$ cat config.mk
export PLATFORM = sky130hd
export DESIGN_NAME = matmul_seq_flat
export DESIGN_NICKNAME = d
export VERILOG_FILES = /design/src/rtl/matmul_seq_if.sv /design/src/rtl/matmul_seq.sv /design/src/flat_wrapper.sv
export SDC_FILE = /design/constraint.sdc
export NUM_CORES = 1
export LEC_CHECK = 0
export ABC_CLOCK_PERIOD_IN_PS = 13050
export CORE_UTILIZATION = 35
export CTS_CLUSTER_DIAMETER = 50
export DETAILED_ROUTE_END_ITERATION = 10
export PLACE_DENSITY_LB_ADDON = 0.08
export SYNTH_ARGS = -nofsm -noshare
export SYNTH_HDL_FRONTEND = slang
export SYNTH_SLANG_ARGS = --single-unit
$ cat constraint.sdc
create_clock -name clk -period 13.05 [get_ports clk]
set_input_delay 1.9575 -clock clk [delete_from_list [all_inputs] [get_ports clk]]
set_output_delay 1.9575 -clock clk [all_outputs]
set_load 0.05 [all_outputs]
$ cat src/rtl/matmul_seq_if.sv
// fixedp: shared clock/reset bundle and fixed-point format parameters.
// Ports: clk (input); carries reset plus WIDTH/SCALE for the Q-format.
interface fixedp #(
    parameter int WIDTH = 16,
    parameter int SCALE = 8
) (
    input logic clk
);
    logic reset;

    modport dut (
        input clk,
        input reset
    );
endinterface

$ cat src/rtl/matmul_seq.sv
// matmul_seq: sequential fixed-point matrix multiply F = A*B using one
// time-shared MAC. Ports: g (clk/reset), start, a, b -> f, busy, done.
module matmul_seq #(
    parameter int ROWS  = 1,
    parameter int INNER = 1,
    parameter int COLS  = 1,
    parameter int WIDTH = 16,
    parameter int SCALE = 8
) (
    fixedp.dut                                g,
    input  logic                              start,
    input  logic [ROWS:1][INNER:1][WIDTH-1:0] a,
    input  logic [INNER:1][COLS:1][WIDTH-1:0] b,
    output logic [ROWS:1][COLS:1][WIDTH-1:0]  f,
    output logic                              busy,
    output logic                              done
);

    localparam int AW = 2 * WIDTH + $clog2(INNER) + 1;
    localparam int RW = $clog2(ROWS + 1);
    localparam int KW = $clog2(INNER + 1);
    localparam int CW = $clog2(COLS + 1);

    // Saturation bounds expressed at accumulator width.
    localparam logic signed [AW-1:0] SAT_MAX =
        {{(AW - WIDTH + 1){1'b0}}, {(WIDTH - 1){1'b1}}};
    localparam logic signed [AW-1:0] SAT_MIN = ~SAT_MAX;

    typedef enum logic [1:0] {
        IDLE,
        RUN,
        DONE
    } state_t;

    state_t                           state_q;
    logic [RW-1:0]                    i_q;
    logic [CW-1:0]                    j_q;
    logic [KW-1:0]                    k_q;
    logic signed [AW-1:0]             acc_q;
    logic [ROWS:1][COLS:1][WIDTH-1:0] f_q;
    logic                             busy_q;
    logic                             done_q;

    logic signed [WIDTH-1:0]   a_el;
    logic signed [WIDTH-1:0]   b_el;
    logic signed [2*WIDTH-1:0] prod;
    logic signed [AW-1:0]      sum_d;
    logic signed [AW-1:0]      shifted;
    logic [WIDTH-1:0]          conv;
    logic                      i_last;
    logic                      j_last;
    logic                      k_last;

    // MAC datapath and output conversion for the current (i,j,k).
    always_comb begin
        a_el    = a[i_q][k_q];
        b_el    = b[k_q][j_q];
        prod    = a_el * b_el;
        sum_d   = acc_q + AW'(prod);
        // Arithmetic shift floors toward minus infinity.
        shifted = sum_d >>> SCALE;
        if (shifted > SAT_MAX) begin
            conv = SAT_MAX[WIDTH-1:0];
        end else if (shifted < SAT_MIN) begin
            conv = SAT_MIN[WIDTH-1:0];
        end else begin
            conv = shifted[WIDTH-1:0];
        end
        i_last = (i_q == RW'(ROWS));
        j_last = (j_q == CW'(COLS));
        k_last = (k_q == KW'(INNER));
    end

    always_ff @(posedge g.clk) begin
        if (g.reset) begin
            state_q <= IDLE;
            // Indices rest at the first element so reads stay in range.
            i_q     <= RW'(1);
            j_q     <= CW'(1);
            k_q     <= KW'(1);
            acc_q   <= '0;
            f_q     <= '0;
            busy_q  <= 1'b0;
            done_q  <= 1'b0;
        end else begin
            done_q <= 1'b0;
            unique case (state_q)
                IDLE: begin
                    if (start) begin
                        state_q <= RUN;
                        busy_q  <= 1'b1;
                        i_q     <= RW'(1);
                        j_q     <= CW'(1);
                        k_q     <= KW'(1);
                        acc_q   <= '0;
                    end
                end
                RUN: begin
                    if (k_last) begin
                        // Element complete: commit it, restart the sum.
                        f_q[i_q][j_q] <= conv;
                        acc_q         <= '0;
                        k_q           <= KW'(1);
                        if (j_last) begin
                            j_q <= CW'(1);
                            if (i_last) begin
                                state_q <= DONE;
                                busy_q  <= 1'b0;
                                done_q  <= 1'b1;
                            end else begin
                                i_q <= i_q + RW'(1);
                            end
                        end else begin
                            j_q <= j_q + CW'(1);
                        end
                    end else begin
                        acc_q <= sum_d;
                        k_q   <= k_q + KW'(1);
                    end
                end
                DONE: begin
                    state_q <= IDLE;
                end
                default: begin
                    state_q <= IDLE;
                end
            endcase
        end
    end

    assign f    = f_q;
    assign busy = busy_q;
    assign done = done_q;

endmodule

$ cat src/flat_wrapper.sv
// flat-port wrapper written by rule: the top's interface ports become plain ports
module matmul_seq_flat 
#(
    parameter int ROWS  = 1,
    parameter int INNER = 1,
    parameter int COLS  = 1,
    parameter int WIDTH = 16,
    parameter int SCALE = 8
)
  (start, a, b, f, busy, done, clk, g_reset);
  fixedp #(.WIDTH(WIDTH), .SCALE(SCALE)) g_i (.clk(clk));
  input  logic start;
  input  logic [ROWS:1][INNER:1][WIDTH-1:0] a;
  input  logic [INNER:1][COLS:1][WIDTH-1:0] b;
  output logic [ROWS:1][COLS:1][WIDTH-1:0] f;
  output logic busy;
  output logic done;
  input wire logic clk;
  input wire logic [$bits(g_i.reset)-1:0] g_reset;
  assign g_i.reset = g_reset;
  matmul_seq #(.ROWS(ROWS), .INNER(INNER), .COLS(COLS), .WIDTH(WIDTH), .SCALE(SCALE)) u_core (.g(g_i), .start(start), .a(a), .b(b), .f(f), .busy(busy), .done(done));
endmodule
==> impl_metrics.ini <==
[floorplan]
start_util_pct = 35.80
dieHeight_microns = 179.3
die_w_microns = 179.3
io_pins = 53
dieArea_sq_um = 32160
rows = 64
core_area_sq_um = 30750

[cells_and_area]
n_antenna_cell = 0
final_cell_mix = inv_1, fa_1, nand2_1
syn_to_final_growth_pct = 8.457
finalNetCount = 1632
final_common_cell = inv_1
drive_above_1_share_pct = 2.163

[logic_synthesis]
netlist_instances = 1235
yosysUniqueCellTypes = 54
yosysWarningCount = 0
ys.flop_type = dfxtp_1
synth_nets = 1617
avgSynthCellArea_sq_um = 8.912
synth_edf_count = 0
yosysSeqAreaShare_pct = 3.638
synth-seq-cells = 20
syn_area_sq_um = 11010
synthArstFlopShare_pct = 0

[clock_network]
htreeDepth = 1
clk_latency_ns = 0.25
cts_tree = built
cts_buffers = 3
clockBufferDepth = 2
post_cts_resize_count = 0
cts-hold-fix-buffers = 0
cts.sinks = 20
clk_pin_slew_worst_paths_ns = 0.05
root_buffer = clkbuf_16
post_cts_buffers = 0

[sta]
grt_setup_unrepaired = false
slew_headroom_pct = 26.63
timing.setup.tns_ns = 0
finalSetupViolations = 0
slew_violations = 0
skew_ns = 0.001865
min_period_over_period_pct = 76.27
fmax_mhz = 100.5
hold_viol_final = 0
period_needed_ns = 9.953
tightest_slew_ns = 1.093

[setup_path]
startpoint = a[5]
path_class = input port to flip-flop
reg2reg_from = u_core.state_q[1]
worstSetupStartpointType = input port
cp-end-kind = flip-flop
crit_required_ns = 13.21
crit_fanout = 16
r2r_slack_ns = 10.57
cp-endpoint = u_core.f[1]
arrival_ns = 10.11
rr_endpoint = u_core.f[6]
reg2reg_depth = 8

[grt]
grt_pass1_wl_mm = 45.94
track_usage_pct = 18.29
antenna_found_initial = 0
grt_overflow = 0
first_global_vias = 8399
grt_max_degree = 21

[routing]
drc = 0
wirelength_mm = 26.83
via_count = 7738
first_pass_iters = 7
wl_per_cell_microns = 16.32
first_iter_violations = 250
drtAntennaViolNets = 0
vias_per_cell = 4.707

[placed_design]
dp_hpwl_mm = 23.25
place_congestion = 0.7987
io_buffer_count = 52

[run]
drv_cap = 0

[status]
status = completed

[worst_hold_path]
hold_path_class = flip-flop to flip-flop
[state kept, by name (all words and copies together), names as in the netlist]
signal and flops:
u_core.busy 1, u_core.f 16, u_core.state_q 2, u_core.done 1
[cells by family (layout without fill, tap and decap cells)]
family	after synthesis	after routing	synth area share (%)
AND/OR/NAND/NOR	352	352	15.87
AO/OA/AOI/OAI	117	117	7.889
buffers and inverters	370	383	12.71
XOR/XNOR	29	29	2.308
adder cells (fa/ha/maj)	347	347	57.59
flip-flops	20	20	3.638
[worst min path at each step]
stage	startpoint	end	slack (ns)	cells past startpoint
floorplan	u_core.state_q[0]	u_core.state_q[0]	0.42	1
global placement	u_core.state_q[0]	u_core.state_q[0]	0.43	1
detailed placement	u_core.state_q[0]	u_core.state_q[0]	0.43	1
CTS	u_core.state_q[0]	u_core.state_q[0]	0.44	1
global route	u_core.state_q[0]	u_core.state_q[0]	0.47	1
finish	u_core.state_q[0]	u_core.state_q[0]	0.44	1
[critical path, cell delays in order]
cell and delay [ns]:
clkdlybuf4s50_1 0.82, and2_1 0.40, fa_1 0.53, inv_1 0.05, fa_1 0.56, fa_1 0.43, fa_1 0.51, inv_1 0.06
fa_1 0.55, inv_1 0.06, fa_1 0.58, inv_1 0.05, ha_1 0.36, o21ai_0 0.29, o211ai_1 0.17, a22o_1 0.27
a211o_1 0.34, o311ai_2 0.34, nor2b_1 0.21, xnor2_1 0.21, nand4b_1 0.18, a211oi_2 0.65, o21ai_0 0.26, a211oi_2 0.26
[layer usage]
metal	track usage [%]	share of wire, %
met3	0.8228	2.0
met4	0.8754	0.33
met1	29.38	53
met2	28.27	44
met5	0	0
[cell usage after synthesis (9+ instances only)]
cell type  number  area share (%)
clkbuf_1       39             1.3
inv_1         326              11
o21ai_0        30             1.4
fa_1          266              48
a21oi_1        25             1.1
xor2_1          9            0.72
and2_1        124             7.0
nand2_1       138             4.7
dfxtp_1        20             3.6
xnor2_1        20             1.6
a211oi_2       14             1.6
ha_1           81             9.2
nor2_1         46             1.6
[area by class of cell]
cell class | instances | area [sq um]
repair buffers | 54 | 535.5
fillers | 3205 | 18810
flip-flops and latches | 20 | 400.4
multi-input cells | 845 | 9208
well taps | 396 | 495.5
clock buffers | 3 | 75.07
inverters | 326 | 1224
[stage by stage]
stage                     instance area (sq um)  hold WS, ns  cells  setup WS [ns]  util, %
after floorplan                           11010       0.4150   1235          4.648        -
after global placement                    11860       0.4266   1641          2.790    38.58
after detailed placement                  11860       0.4329   1641          2.842    38.58
after CTS                                 11940       0.4408   1644          3.062    38.82
after global routing                      11940       0.4718   1644          2.559    38.82
final                                     11940       0.4396   1644          3.097    38.82
Power is not shown: default switching activity piles up to over one toggle a cycle in this logic, so the estimate is an artifact.
